<file path="src/rtl/mem_io_bridge.sv">
`default_nettype none
// ============================================================================
// Module   : mem_io_bridge
// Purpose  : Far end of the mem_mesh io bus. Buffers mesh io writes per port and
//            streams them round-robin to the host; injects host writes as pulses.
// Revision : 1.0 - initial release
// ============================================================================
module mem_io_bridge #(
    parameter int PORTS      = 4,
    parameter int DATA_WIDTH = 32,
    parameter int FIFO_DEPTH = 4,
    parameter int PORT_W     = (PORTS > 1) ? $clog2(PORTS) : 1
) (
    input  logic                        clk,
    input  logic                        rst_n,
    input  logic [PORTS-1:0]            mem_io_active_out,
    input  logic [PORTS*DATA_WIDTH-1:0] mem_io_data_out,
    output logic [PORTS-1:0]            mem_io_active_in,
    output logic [PORTS*DATA_WIDTH-1:0] mem_io_data_in,
    output logic                        tx_valid,
    input  logic                        tx_ready,
    output logic [PORT_W-1:0]           tx_port,
    output logic [DATA_WIDTH-1:0]       tx_data,
    input  logic                        rx_valid,
    output logic                        rx_ready,
    input  logic [PORT_W-1:0]           rx_port,
    input  logic [DATA_WIDTH-1:0]       rx_data,
    output logic [PORTS-1:0]            ovf,
    input  logic                        ovf_clr
);

    localparam int AW = $clog2(FIFO_DEPTH);
    localparam logic [AW:0] c_ptr_one = (AW+1)'(1);

    logic [PORTS-1:0]            fifo_empty, fifo_full, fifo_push, fifo_pop, ovf_set, port_avail;
    logic [DATA_WIDTH-1:0]       port_head [PORTS];
    logic                        stage_load, sel_found;
    logic [PORT_W-1:0]           sel_port;
    logic [DATA_WIDTH-1:0]       sel_data;

    logic                        tx_valid_q, tx_valid_d;
    logic [PORT_W-1:0]           tx_port_q, tx_port_d;
    logic [DATA_WIDTH-1:0]       tx_data_q, tx_data_d;
    logic [PORT_W-1:0]           rr_q, rr_d;
    logic [PORTS-1:0]            ovf_q, ovf_d;
    logic                        rx_ready_q, rx_ready_d;
    logic [PORTS-1:0]            active_in_q, active_in_d;
    logic [PORTS*DATA_WIDTH-1:0] data_in_q, data_in_d;

    generate
        for (genvar p = 0; p < PORTS; p++) begin : g_port
            logic [AW:0]           wr_ptr_q, wr_ptr_d, rd_ptr_q, rd_ptr_d;
            logic [DATA_WIDTH-1:0] mem_q [FIFO_DEPTH];
            logic [DATA_WIDTH-1:0] mem_d [FIFO_DEPTH];
            logic [DATA_WIDTH-1:0] wdata;

            assign wdata          = mem_io_data_out[p*DATA_WIDTH +: DATA_WIDTH];
            assign fifo_empty[p]  = (wr_ptr_q == rd_ptr_q);
            assign fifo_full[p]   = (wr_ptr_q[AW] != rd_ptr_q[AW]) &&
                                    (wr_ptr_q[AW-1:0] == rd_ptr_q[AW-1:0]);
            // An empty FIFO offers the word arriving this cycle, giving one-cycle latency
            assign port_avail[p]  = ~fifo_empty[p] | mem_io_active_out[p];
            assign port_head[p]   = fifo_empty[p] ? wdata : mem_q[rd_ptr_q[AW-1:0]];
            assign fifo_pop[p]    = stage_load & sel_found & (sel_port == PORT_W'(p));
            assign fifo_push[p]   = mem_io_active_out[p] & (~fifo_full[p] | fifo_pop[p]);
            assign ovf_set[p]     = mem_io_active_out[p] & fifo_full[p] & ~fifo_pop[p];

            always_comb begin
                wr_ptr_d = wr_ptr_q;
                rd_ptr_d = rd_ptr_q;
                for (int i = 0; i < FIFO_DEPTH; i++) begin
                    mem_d[i] = mem_q[i];
                end
                if (fifo_push[p]) begin
                    mem_d[wr_ptr_q[AW-1:0]] = wdata;
                    wr_ptr_d = wr_ptr_q + c_ptr_one;
                end
                if (fifo_pop[p]) begin
                    rd_ptr_d = rd_ptr_q + c_ptr_one;
                end
            end

            always_ff @(posedge clk) begin
                if (!rst_n) begin
                    wr_ptr_q <= '0;
                    rd_ptr_q <= '0;
                end else begin
                    wr_ptr_q <= wr_ptr_d;
                    rd_ptr_q <= rd_ptr_d;
                end
            end

            always_ff @(posedge clk) begin
                mem_q <= mem_d;
            end
        end
    endgenerate

    // Round-robin pick: first available port at or above rr_q, then wrap to the rest
    always_comb begin
        sel_found = 1'b0;
        sel_port  = '0;
        sel_data  = '0;
        for (int i = 0; i < PORTS; i++) begin
            if (!sel_found && port_avail[i] && (i >= int'(rr_q))) begin
                sel_found = 1'b1;
                sel_port  = PORT_W'(i);
                sel_data  = port_head[i];
            end
        end
        for (int i = 0; i < PORTS; i++) begin
            if (!sel_found && port_avail[i] && (i < int'(rr_q))) begin
                sel_found = 1'b1;
                sel_port  = PORT_W'(i);
                sel_data  = port_head[i];
            end
        end
    end

    assign stage_load = ~tx_valid_q | tx_ready;

    always_comb begin
        tx_valid_d  = tx_valid_q;
        tx_port_d   = tx_port_q;
        tx_data_d   = tx_data_q;
        rr_d        = rr_q;
        ovf_d       = (ovf_clr ? '0 : ovf_q) | ovf_set;
        rx_ready_d  = 1'b1;
        active_in_d = '0;
        data_in_d   = '0;
        if (stage_load) begin
            tx_valid_d = sel_found;
            tx_port_d  = sel_port;
            tx_data_d  = sel_data;
            if (sel_found) begin
                rr_d = (int'(sel_port) == PORTS - 1) ? '0 : sel_port + PORT_W'(1);
            end
        end
        // Out-of-range rx_port matches no port, so the beat is silently discarded
        for (int p = 0; p < PORTS; p++) begin
            if (rx_valid && rx_ready_q && (rx_port == PORT_W'(p))) begin
                active_in_d[p]                        = 1'b1;
                data_in_d[p*DATA_WIDTH +: DATA_WIDTH] = rx_data;
            end
        end
    end

    always_ff @(posedge clk) begin
        if (!rst_n) begin
            tx_valid_q  <= 1'b0;
            tx_port_q   <= '0;
            tx_data_q   <= '0;
            rr_q        <= '0;
            ovf_q       <= '0;
            rx_ready_q  <= 1'b0;
            active_in_q <= '0;
            data_in_q   <= '0;
        end else begin
            tx_valid_q  <= tx_valid_d;
            tx_port_q   <= tx_port_d;
            tx_data_q   <= tx_data_d;
            rr_q        <= rr_d;
            ovf_q       <= ovf_d;
            rx_ready_q  <= rx_ready_d;
            active_in_q <= active_in_d;
            data_in_q   <= data_in_d;
        end
    end

    assign tx_valid         = tx_valid_q;
    assign tx_port          = tx_port_q;
    assign tx_data          = tx_data_q;
    assign ovf              = ovf_q;
    assign rx_ready         = rx_ready_q;
    assign mem_io_active_in = active_in_q;
    assign mem_io_data_in   = data_in_q;

endmodule
`default_nettype wire

</file>
<file path="config.mk">
export PLATFORM = sky130hd
export DESIGN_NAME = mem_io_bridge
export DESIGN_NICKNAME = d
export VERILOG_FILES = /design/src/rtl/mem_io_bridge.sv
export SDC_FILE = /design/constraint.sdc
export NUM_CORES = 1
export LEC_CHECK = 0
export CAP_MARGIN = 25
export CORE_UTILIZATION = 30
export CTS_CLUSTER_DIAMETER = 60
export DETAILED_ROUTE_END_ITERATION = 8
export SYNTH_ARGS = -nofsm -noshare
export SYNTH_HDL_FRONTEND = slang
export SYNTH_SLANG_ARGS = --single-unit
</file>
<file path="constraint.sdc">
create_clock -name clk -period 13.5 [get_ports clk]
set_clock_uncertainty 0.2 [all_clocks]
set_input_delay 2.7 -clock clk [delete_from_list [all_inputs] [get_ports clk]]
set_output_delay 2.7 -clock clk [all_outputs]
set_load 0.01 [all_outputs]
</file>
### After elaboration in Yosys (flattened, before gate mapping)

Index checks and enable logic that the tools add are counted.

| cells by class | value |
|---|---|
| $add $sub $neg | 9 |
| order comparisons | 18 |
| equality and inequality tests | 19 |
| muxes and demuxes | 55 |
| bitwise operators | 48 |
| reductions and logical operators | 38 |

Operators by type and width:

| kind | number |
|---|---|
| 32-bit 2-to-1 mux | 23 |
| 128-bit bitwise mux | 4 |
| 32-bit binary-select mux with 2-bit select | 4 |
| 32-bit demux with 2-bit select | 4 |
| 1-bit logical AND | 25 |
| 3-bit by 1-bit adder with 3-bit output, second input constant | 8 |
| 3-bit >= comparator, second input constant | 8 |
| 2-bit NOT with 3-bit output | 8 |
| 1-bit bitwise AND | 17 |
| 1-bit 2-to-1 mux | 13 |
| 1-bit NOT | 13 |
| 3-bit == test | 4 |
| 3-bit by 1-bit < comparator with 1-bit output, second input constant | 4 |
| 2-bit 2-to-1 mux | 6 |
| 2-bit AND reduction | 5 |
| 1-bit bitwise OR | 9 |
| 2-bit == test | 4 |
| 2-bit == test, second input constant | 4 |
| 2-bit by 1-bit == test with 1-bit output, second input constant | 3 |
| 1-bit logical NOT | 6 |
| 1-bit by 2-bit >= comparator with 1-bit output, first input constant | 2 |
| 2-bit logical NOT | 2 |
| 1-bit by 2-bit < comparator with 1-bit output, first input constant | 2 |
| 4-bit 2-to-1 mux | 1 |
| 5 further kinds | 8 |

| storage, ports and cells | value |
|---|---|
| register bits after elaboration | 710 |
| input bits | 171 |
| output and inout bits | 172 |
| word-level logic and storage cells | 222 |

### Logic depth before layout (Yosys ltp)

Gate-level depths: netlist (run 1).

| depth | value |
|---|---|
| word-level depth | 33 |
| depth in mapped cells | 13 |
| depth with buffers taken out | 11 |

### Worst setup path after synthesis (run 1)

Ideal clock, no wire load.

| path | value |
|---|---|
| path kind | input -> register |
| from | input port mem_io_active_out[2] |
| to | register g_port[3].mem_q[0] in the netlist's numbering, enable pin |
| data arrival time | 5.654 ns |
| slack | 7.221 ns |
| stages on the path | 6 |
| buffers on the path | 0 |
| cell sequence | nor4_1 o221ai_1 a21oi_2 ha_1 a21boi_0 nor2_1 |

| on the way | value |
|---|---|
| longest elaborated chain between the ends | 23 |
| elaborated cells between the ends (all ways) | 29 |
| classes of those cells | eq/ne (1); mux (10); bitwise (5); reduce/logical (13) |

Ends and longest elaborated chain:

| element | RTL line | source |
|---|---|---|
| start: declaration | 16 | `input logic [PORTS-1:0] mem_io_active_out,` |
| 1-bit bitwise OR (*) | 62 | `assign port_avail[p] = ~fifo_empty[p] \| mem_io_active_out[p];` |
| 1-bit logical AND (2 in series) | 105 | `if (!sel_found && port_avail[i] && (i >= int'(rr_q))) begin` |
| 1-bit 2-to-1 mux | 105 |  |
| 1-bit logical NOT | 105 |  |
| 1-bit logical AND | 105 |  |
| 1-bit 2-to-1 mux | 105 |  |
| 1-bit logical NOT | 112 | `if (!sel_found && port_avail[i] && (i < int'(rr_q))) begin` |
| 1-bit logical AND (2 in series) | 112 |  |
| (+4 left out) | - |  |
| 1-bit 2-to-1 mux | 112 |  |
| 1-bit logical NOT | 112 |  |
| 1-bit logical AND (2 in series) | 112 |  |
| 2-bit 2-to-1 mux / 1-bit 2-to-1 mux (equally long branches) | 112 |  |
| 2-bit == test / 1-bit bitwise AND (equally long branches) | 64 | `assign fifo_pop[p] = stage_load & sel_found & (sel_port == PORT_W'(p));` |
| 1-bit bitwise AND (*) | 64 |  |
| 1-bit bitwise OR (*) | 65 | `assign fifo_push[p] = mem_io_active_out[p] & (~fifo_full[p] \| fifo_pop[p]);` |
| 1-bit bitwise AND (*) | 65 |  |
| end signal: assignment | 94 | `mem_q <= mem_d;` |
| end: declaration | 53 | `logic [DATA_WIDTH-1:0] mem_q [FIFO_DEPTH];` |

Every way passes the cells marked *; elsewhere a longest branch is shown, timed or not.
A chain may end at the register's enable or synchronous reset.

### Worst setup path after layout (run 1)

| path | value |
|---|---|
| from | input port mem_io_active_out[1] |
| to | register g_port[1].mem_q[83] in the netlist's numbering, enable pin |

| on the way | value |
|---|---|
| longest elaborated chain between the ends | 27 |
| elaborated cells between the ends (all ways) | 34 |
| classes of those cells | eq/ne (1); mux (12); bitwise (5); reduce/logical (16) |

Ends and longest elaborated chain:

| element | RTL line |
|---|---|
| 1-bit bitwise OR | 62 |
| 1-bit logical AND (2 in series) | 105 |
| 1-bit 2-to-1 mux | 105 |
| 1-bit logical NOT | 105 |
| 1-bit logical AND (2 in series) | 105 |
| 1-bit 2-to-1 mux | 105 |
| 1-bit logical NOT | 105 |
| 1-bit logical AND | 105 |
| (+8 left out) | - |
| 1-bit 2-to-1 mux | 112 |
| 1-bit logical NOT | 112 |
| 1-bit logical AND (2 in series) | 112 |
| 2-bit 2-to-1 mux / 1-bit 2-to-1 mux (equally long branches) | 112 |
| 2-bit by 1-bit == test with 1-bit output / 1-bit bitwise AND (equally long branches) | 64 |
| 1-bit bitwise AND | 64 |
| 1-bit bitwise OR | 65 |
| 1-bit bitwise AND (*) | 65 |
| end signal: assignment | 94 |
| end: declaration | 53 |

Marked as above.

==> results of run 1 <==
==> power groups by stage <==
| stage | registers [mW] | clock network [mW] | logic (mW) |
|---|---|---|---|
| finish | 2.63 | 2.19 | 1.92 |
| global route | 2.64 | 2.32 | 2.05 |
| CTS | 2.63 | 2.24 | 1.92 |
| detailed placement | 2.67 | 0 | 1.91 |
| global placement | 2.66 | 0 | 1.89 |
| floorplan | 2.64 | 0 | 1.20 |
==> sequential cells by signal, summed over array words and instances (netlist names) <==
name / flops
g_port.mem_q: 512
rx_ready: 1
mem_io_active_in: 4
ovf: 4
tx_data: 32
tx_port: 2
mem_io_data_in: 128
tx_valid: 1
rr_q: 2
g_port.wr_ptr_q: 12
g_port.rd_ptr_q: 12
==> worst reg2reg max path, cell delays in order, from the launching register on <==
cell and delay, ps:
dfxtp_2 310, buf_4 590, xor2_1 720, o41ai_2 220, a21oi_1 500, a21o_1 750, and3_1 530, o21a_1 240
and2_1 130, buf_4 420
==> per-stage QoR <==
step | worst slack, ps | area [µm²] | power [mW] | hold WS, ps | cells
2_1_floorplan | 7220 | 28300 | 3.84 | 270 | 1836
3_3_place_gp | 6700 | 33200 | 4.55 | 286 | 3361
3_5_place_dp | 6580 | 33200 | 4.58 | 307 | 3361
4_1_cts | 7240 | 35900 | 6.78 | 315 | 3509
5_1_grt | 7170 | 36000 | 7.01 | 320 | 3514
6_report | 7380 | 36000 | 6.74 | 314 | 3514
==> how the worst max path moves through the flow <==
stage                         startpoint                    to  slack [ps]  depth (start not counted)
finish              mem_io_active_out[1]   g_port[1].mem_q[83]        7380                          9
global route        mem_io_active_out[1]   g_port[1].mem_q[83]        7170                          9
CTS                 mem_io_active_out[2]  g_port[0].mem_q[115]        7240                         10
detailed placement  mem_io_active_out[2]  g_port[0].mem_q[101]        6580                         10
global placement    mem_io_active_out[2]  g_port[0].mem_q[102]        6700                         10
floorplan           mem_io_active_out[2]    g_port[3].mem_q[0]        7220                          6
==> final cells by class <==
type / count / area [µm²]
Antenna cell: 1 / 2.50
Clock buffer: 102 / 2130
Clock inverter: 46 / 556
Fill cell: 8690 / 57500
Inverter: 26 / 97.6
Multi-Input combinational cell: 987 / 8480
Sequential cell: 710 / 19300
Tap cell: 1254 / 1570
Timing Repair Buffer: 388 / 3790
==> routing by layer <==
| metal | global-route usage | wire length, µm | vias to the layer above |
|---|---|---|---|
| met5 | 0 | 90 | - |
| met4 | 0.0661 | 3080 | 14 |
| met3 | 0.0482 | 7970 | 150 |
| met2 | 0.270 | 38100 | 882 |
| met1 | 0.222 | 32900 | 8723 |
| li1 | - | - | 7788 |
==> logic make-up (layout without fill, tap and decap cells) <==
kind of cell,Yosys count,in the layout,share of synthesized area
DFF,710,710,0.683
and+or+nand+nor,439,439,0.0807
AOI/OAI and AO/OA,296,296,0.0686
muxes,204,204,0.130
buffers and inverters,139,562,0.0202
xor gates and xnor gates,26,26,0.00804
adders and majority gates,22,22,0.00972
other,0,1,0
==> layout by cell type, fill, tap and decap left out, drive strengths merged, types with 4 or more instances in the layout <==
| cell type | count |
|---|---|
| nor2b | 24 |
| a22o | 10 |
| a211oi | 6 |
| nand4 | 8 |
| o22ai | 32 |
| a22oi | 5 |
| a21oi | 101 |
| o31ai | 5 |
| xnor2 | 11 |
| clkinv | 27 |
| xor2 | 15 |
| nor4 | 4 |
| clkinvlp | 4 |
| clkdlybuf4s50 | 342 |
| o21a | 5 |
| edfxtp | 512 |
| mux2i | 46 |
| bufinv | 8 |
| dfxtp | 198 |
| nor2 | 55 |
| buf | 46 |
| nor3 | 33 |
| nand2 | 120 |
| mux2 | 30 |
| mux4 | 128 |
| and2 | 144 |
| o21ai | 51 |
| a31oi | 20 |
| o311ai | 7 |
| nand3 | 33 |
| inv | 33 |
| a2111oi | 9 |
| o221ai | 23 |
| clkbuf | 102 |
| a221o | 9 |
| ha | 22 |
| and3 | 4 |
==> results.toml, run 1 <==
[detailed_routing]
dr_total_vias = 17600
wl_per_cell_um = 23.4
drt_iter0_markers = 1772
drt_pass1_iterations = 5
vias_per_cell = 5.00
drc = 0
routed_wl_um = 82200
ant_nets = 0

[min_path]
min_to = "g_port[2].rd_ptr_q[2]"
worstHoldPathCells = 2
min_path_type = "flip-flop to flip-flop"
min_from = "g_port[2].rd_ptr_q[2]"

[timing]
hold_viol_final = 0
setup_viol = 0
timing.fmax_ghz = 0.163
slew_viol_final = 0
slew_headroom = 0.343
tightest_slew_ps = 986
period_needed_ps = 6120
setup_tns_ps = 0
rsz0062_at_grt = "no"
post-route-period-util = 0.453

[yosys]
synth_area_um2 = 28300
synth.avg_cell_area_um2 = 15.4
synth_cell_types = 59
synth_cells = 1836
async_flop_share = 0
yosysMostFrequentCell = "edfxtp_1"
synth_fp_nets = 2029
synth_top_area_share = 0.543
synthTopCellsByCount = "edfxtp_1 (512), dfxtp_1 (198), and2_1 (144), mux4_2 (128), nand2_1 (119)"
synth_flop_cell = "edfxtp_1"
yosys-top-cells-area = "edfxtp_1 (54%), dfxtp_1 (14%), mux4_2 (10%)"
yosysWarnings = 0
synth_edf_count = 512
yosys_register_bits = 710
yosysSeqAreaShare = 0.683
synth_area_leader_cell = "edfxtp_1"

[critical_path]
worstPathMaxFanout = 32
worstPathCellList = "clkdlybuf4s50_1, inv_1, and4_1, a21oi_1, a21o_1, and3_1, o21a_1, and2_1, buf_4"
cp-start-kind = "input port"
crit_family = "compound AO/OA/AOI/OAI gates"
reg2regPathDepth = 9
r2r-start = "g_port[0].rd_ptr_q[0]"
critical_path_class = "input port to flip-flop"
worstPathArrival_ps = 6190
end_kind = "flip-flop"
reg2reg_to = "g_port[1].mem_q[83]"
cpMaxStageDelayCell = "a21o_1"
r2r_setup_slack_ps = 8480
crit_buf_inv = 3
critPathMaxStageDelay_ps = 750
crit_required_ps = 13570

[cts]
cts_sinks = 710
cts_setup_buffers = 0
clk_pin_slew_ps = 60
numCtsBuffers = 80
tritoncts = "done"
cts_resized = 0
htreeDepth = 3
hold_buffers = 0
cts_max_path_buffers = 3
insertion_delay_ps = 650
cts-root-buf = "clkbuf_16"

[pwr]
p_sw_mw = 2.15
p_comb_frac = 0.285
swShare = 0.319
clkPwrFrac = 0.325
ir_worst_vdd_v = 0.000140
power.density_nw_per_um2 = 187
seqPwrFrac = 0.390
leakagePower_nw = 12.0
internal-power_mw = 4.59

[global_route]
grt_pass1_wl_um = 119000
grt_pass1_vias = 17600
grt_max_degree = 62
antenna_found_initial = 14
grt_use_total = 0.171
overflow = 0

[run_status]
status = "finished clean"

[die]
die_y_um = 309
fp.dieW_um = 309
core-area_um2 = 93500
io_pins = 343
dieArea_um2 = 95600
rows = 112
initial_utilization = 0.303

[cells_and_area]
fin_util = 0.385
num-nets-final = 2386
drive_above_1_share = 0.158
area_delta_synth_final_pct = 27.0

[run]
cap_violations = 0

[placement]
place_congestion = 0.872
dpl.hpwl_um = 55800
numPortBuffers = 342
No activity file was read; power rests on OpenSTA's default activity.
==> run 2: changes to the inputs <==
- clock period: 13.5 -> 5 ns (I/O delays scaled with it)
==> run 2 against run 1 <==
Clock-buffer cell count fell by 1. First-iteration DRC count fell by 9.5%. Total power rose to 2.7 times the previous value. Register-to-register slack got worse by 7400 ps. Clock power rose to 2.6 times the previous value. Die area did not move. Final area barely moved. Hold slack got worse by 43 ps. Global-route usage barely moved. Critical path depth rose by 1. Non-clock buffer count rose by 9. Sequential power rose to 2.7 times the previous value. Critical path type unchanged. Highest routed layer unchanged.
==> results.toml, run 2 (synthesized netlist as in run 1, its figures left out) <==
[cells_and_area]
fillers = 8681
regArea_um2 = 19300
fin_util = 0.385
multi_input_area_um2 = 8480
area_delta_synth_final_pct = 27.0
final_area_um2 = 36000
largest_reg_flops = 512
num-nets-final = 2393
final_cell_count_no_fill = 3520
layout_commonest_cell = "edfxtp_1"
drive_above_1_share = 0.159
largest-register = "g_port.mem_q"
final_cell_mix = "edfxtp_1 (512), clkdlybuf4s50_1 (342), dfxtp_1 (194)"

[die]
core-area_um2 = 93500
fp.dieW_um = 309
die_y_um = 309
dieArea_um2 = 95600
initial_utilization = 0.303
rows = 112
io_pins = 343

[min_path]
min_path_type = "flip-flop to flip-flop"
min_from = "tx_data[28]"
min_to = "tx_data[28]"
worstHoldPathCells = 2

[global_route]
overflow = 0
antenna_found_initial = 11
grt_pass1_wl_um = 119000
grt_pass1_vias = 17900
grt_max_degree = 56
grt_use_total = 0.171

[timing]
post-route-period-util = 0.851
period_needed_ps = 4250
final.setup.worst_slack_ps = 747
setup_viol = 0
slew_viol_final = 0
slew_headroom = 0.325
timing.fmax_ghz = 0.235
setup_tns_ps = 0
holdWs_ps = 271
rsz0062_at_grt = "no"
tightest_slew_ps = 1010
hold_viol_final = 0

[placement]
numPortBuffers = 342
place_congestion = 0.878
dp_slack_ps = 157
dp_cells = 3373
dpl.hpwl_um = 55900
place_area_um2 = 33400

[detailed_routing]
dr.max_layer_used = "met5"
wl_met2_um = 37900
wl_per_cell_um = 23.3
routed_wl_um = 82200
ant_nets = 0
wl_met1_um = 32000
drt_pass1_iterations = 5
drc = 0
dr_total_vias = 17600
drt_iter0_markers = 1604
wl_met3_um = 9050
vias_per_cell = 4.99

[critical_path]
r2r-start = "g_port[3].wr_ptr_q[0]"
reg2regPathDepth = 10
cpMaxStageDelayCell = "or4_1"
worstPathCellList = "clkdlybuf4s50_1, or4_1, nor3_1, a211oi_1, o21ai_0, ha_1, a2111oi_2, nor2_1, and2_1, buf_4"
cp-start-kind = "input port"
worstPathMaxFanout = 32
end_kind = "flip-flop"
reg2reg_to = "g_port[0].mem_q[53]"
critical_path_class = "input port to flip-flop"
crit_required_ps = 5070
critPathMaxStageDelay_ps = 710
crit_buf_inv = 2
crit_family = "simple AND/OR/NAND/NOR gates"
worstPathArrival_ps = 4320
r2r_setup_slack_ps = 1080

[cts]
insertion_delay_ps = 660
cts-root-buf = "clkbuf_16"
tritoncts = "done"
clk_pin_slew_ps = 60
cts_sinks = 710
cts_resized = 0
numCtsBuffers = 78
hold_buffers = 0
cts_setup_buffers = 0
htreeDepth = 3
cts_max_path_buffers = 3

[run_status]
status = "finished clean"

[pwr]
total_power_mw = 17.9
ir_worst_vdd_v = 0.000429
leakagePower_nw = 11.9
power.density_nw_per_um2 = 497

[run]
cap_violations = 0
==> run 2: worst reg2reg max path, cell delays in order (launching register included) <==
cell and delay [ps]:
dfxtp_1 430, xor2_1 180, or4_1 660, nor3_1 350, a211oi_1 130, o21ai_0 190, ha_1 310, a2111oi_2 100
nor2_1 350, and2_1 190, buf_4 460
==> run 2: area by class of cell <==
cell class	count	area share
clock buffer	101	0.0590
sequential	710	0.538
timing repair buffer	397	0.110
tap	1254	0.0436
clock inverter	42	0.0112
antenna	3	0.000209
multi-input combinational	987	0.236
inverter	26	0.00271
==> run 2: worst max-delay path by stage <==
stage                               from                  end  slack, ps  cells after the start
floorplan           mem_io_active_out[2]   g_port[3].mem_q[0]        420                      6
global placement    mem_io_active_out[3]  g_port[0].mem_q[90]        290                     10
detailed placement  mem_io_active_out[3]  g_port[0].mem_q[47]        160                     10
CTS                 mem_io_active_out[3]  g_port[0].mem_q[60]        820                     10
global route        mem_io_active_out[3]  g_port[0].mem_q[54]        610                     10
finish              mem_io_active_out[3]  g_port[0].mem_q[53]        750                     10
==> run 2: layer usage <==
| metal | global-route usage | vias up |
|---|---|---|
| li1 | - | 7811 |
| met4 | 0.0687 | 8 |
| met5 | 0 | - |
| met2 | 0.270 | 864 |
| met1 | 0.213 | 8723 |
| met3 | 0.0598 | 157 |
==> run 2: power breakdown <==
group | switching [mW] | internal, mW
registers | 0.268 | 6.82
clock network | 2.42 | 3.20
logic | 3.08 | 2.11
total | 5.77 | 12.1
==> run 3: changes to the inputs <==
- CORE_MARGIN: not set -> 1.5
==> run 3 against run 2 <==
Flip-flop and latch count stayed put. Non-clock buffer count is 5 higher. Clock power is 3% higher. Critical path depth stayed put. Sequential share of layout area is 0.23 points lower. Critical path type unchanged. Largest cell class unchanged.
==> results.toml, run 3 (synthesized netlist as in run 1, its figures left out) <==
[run_status]
status = "finished clean"

[die]
die_y_um = 310
initial_utilization = 0.303
fp.dieW_um = 310
core-area_um2 = 93500
dieArea_um2 = 96300
rows = 112
io_pins = 343

[cts]
tritoncts = "done"
cts_sinks = 710
insertion_delay_ps = 650
cts_setup_buffers = 0
htreeDepth = 3
hold_buffers = 0
cts-root-buf = "clkbuf_16"
cts_max_path_buffers = 3
cts_resized = 0
clk_pin_slew_ps = 60
numCtsBuffers = 81

[placement]
numPortBuffers = 342
place_area_um2 = 33400
dpl.hpwl_um = 57200
dp_cells = 3378
place_congestion = 0.880

[pwr]
power.density_nw_per_um2 = 504
leakagePower_nw = 12.0
ir_worst_vdd_v = 0.000290

[critical_path]
cp-start-kind = "input port"
reg2regPathDepth = 9
r2r-start = "g_port[0].wr_ptr_q[0]"
reg2reg_to = "g_port[2].mem_q[111]"
r2r_setup_slack_ps = 1070
critical_path_class = "input port to flip-flop"
end_kind = "flip-flop"
crit_required_ps = 5070
worstPathArrival_ps = 4240
worstPathMaxFanout = 32

[global_route]
grt_pass1_wl_um = 121000
overflow = 0
grt_use_total = 0.173
antenna_found_initial = 12
grt_pass1_vias = 18000
grt_max_degree = 51

[detailed_routing]
dr_total_vias = 17600
drt_iter0_markers = 1744
routed_wl_um = 83400
vias_per_cell = 4.99
wl_per_cell_um = 23.6
ant_nets = 0
drc = 0
drt_pass1_iterations = 5

[cells_and_area]
regArea_um2 = 19300
drive_above_1_share = 0.165
multi_input_area_um2 = 8480
layout_commonest_cell = "edfxtp_1"
final_cell_count_no_fill = 3531
num-nets-final = 2401
largest_reg_flops = 512
area_delta_synth_final_pct = 27.6
fillers = 8637
final_area_um2 = 36100
final_cell_mix = "edfxtp_1 (512), clkdlybuf4s50_1 (342), dfxtp_1 (194)"
largest-register = "g_port.mem_q"

[run]
cap_violations = 0

[timing]
slew_headroom = 0.316
setup_tns_ps = 0
rsz0062_at_grt = "no"
post-route-period-util = 0.832
setup_viol = 0
period_needed_ps = 4160
slew_viol_final = 0
hold_viol_final = 0
tightest_slew_ps = 1030
timing.fmax_ghz = 0.240

[min_path]
min_from = "g_port[2].rd_ptr_q[2]"
min_to = "g_port[2].rd_ptr_q[2]"
worstHoldPathCells = 2
min_path_type = "flip-flop to flip-flop"
## run 3: critical path: stages
cell	delay, ps
clkdlybuf4s50_1	530
or4_1	720
nor2_1	240
a211oi_1	120
o21ai_0	160
ha_1	310
a2111oi_2	110
nor2_1	340
and2_1	190
buf_4	450
## run 3: per-layer routing
layer  GRT usage  part of all wire  vias up
li1            -                 -     7825
met1       0.219              0.39     8782
met2       0.278              0.47      846
met3      0.0532             0.096      152
met4      0.0661             0.036       20
met5           0            0.0015        -
## run 3: worst max-delay path by stage
stage / start / end / cells past startpoint
after floorplan: mem_io_active_out[2] / g_port[3].mem_q[0] / 6
after global placement: mem_io_active_out[3] / g_port[0].mem_q[72] / 10
after detailed placement: mem_io_active_out[3] / g_port[0].mem_q[40] / 10
after CTS: mem_io_active_out[3] / g_port[0].mem_q[46] / 10
after global routing: mem_io_active_out[3] / g_port[0].mem_q[113] / 10
final: mem_io_active_out[3] / g_port[0].mem_q[34] / 10
## run 3: stage by stage
step | utilization | power, mW | hold WS [ps] | worst slack (ps)
after floorplan | - | 10.4 | 270 | 421
after global placement | 0.358 | 12.3 | 290 | 277
after detailed placement | 0.358 | 12.4 | 305 | 227
after CTS | 0.386 | 18.3 | 314 | 912
after global routing | 0.387 | 18.9 | 328 | 659
final | 0.387 | 18.2 | 310 | 838
## run 3: where the power goes
| part | internal [mW] | total [mW] | switching [mW] |
|---|---|---|---|
| clock | 3.41 | 5.82 | 2.42 |
| sequential | 6.82 | 7.09 | 0.271 |
| combinational | 2.17 | 5.28 | 3.11 |
## run 3: layout make-up
type | count | share of cell area
Timing Repair Buffer | 402 | 0.110
Sequential cell | 710 | 0.535
Clock inverter | 49 | 0.0131
Inverter | 26 | 0.00270
Tap cell | 1254 | 0.0434
Antenna cell | 2 | 0.000138
Clock buffer | 101 | 0.0607
Multi-Input combinational cell | 987 | 0.235
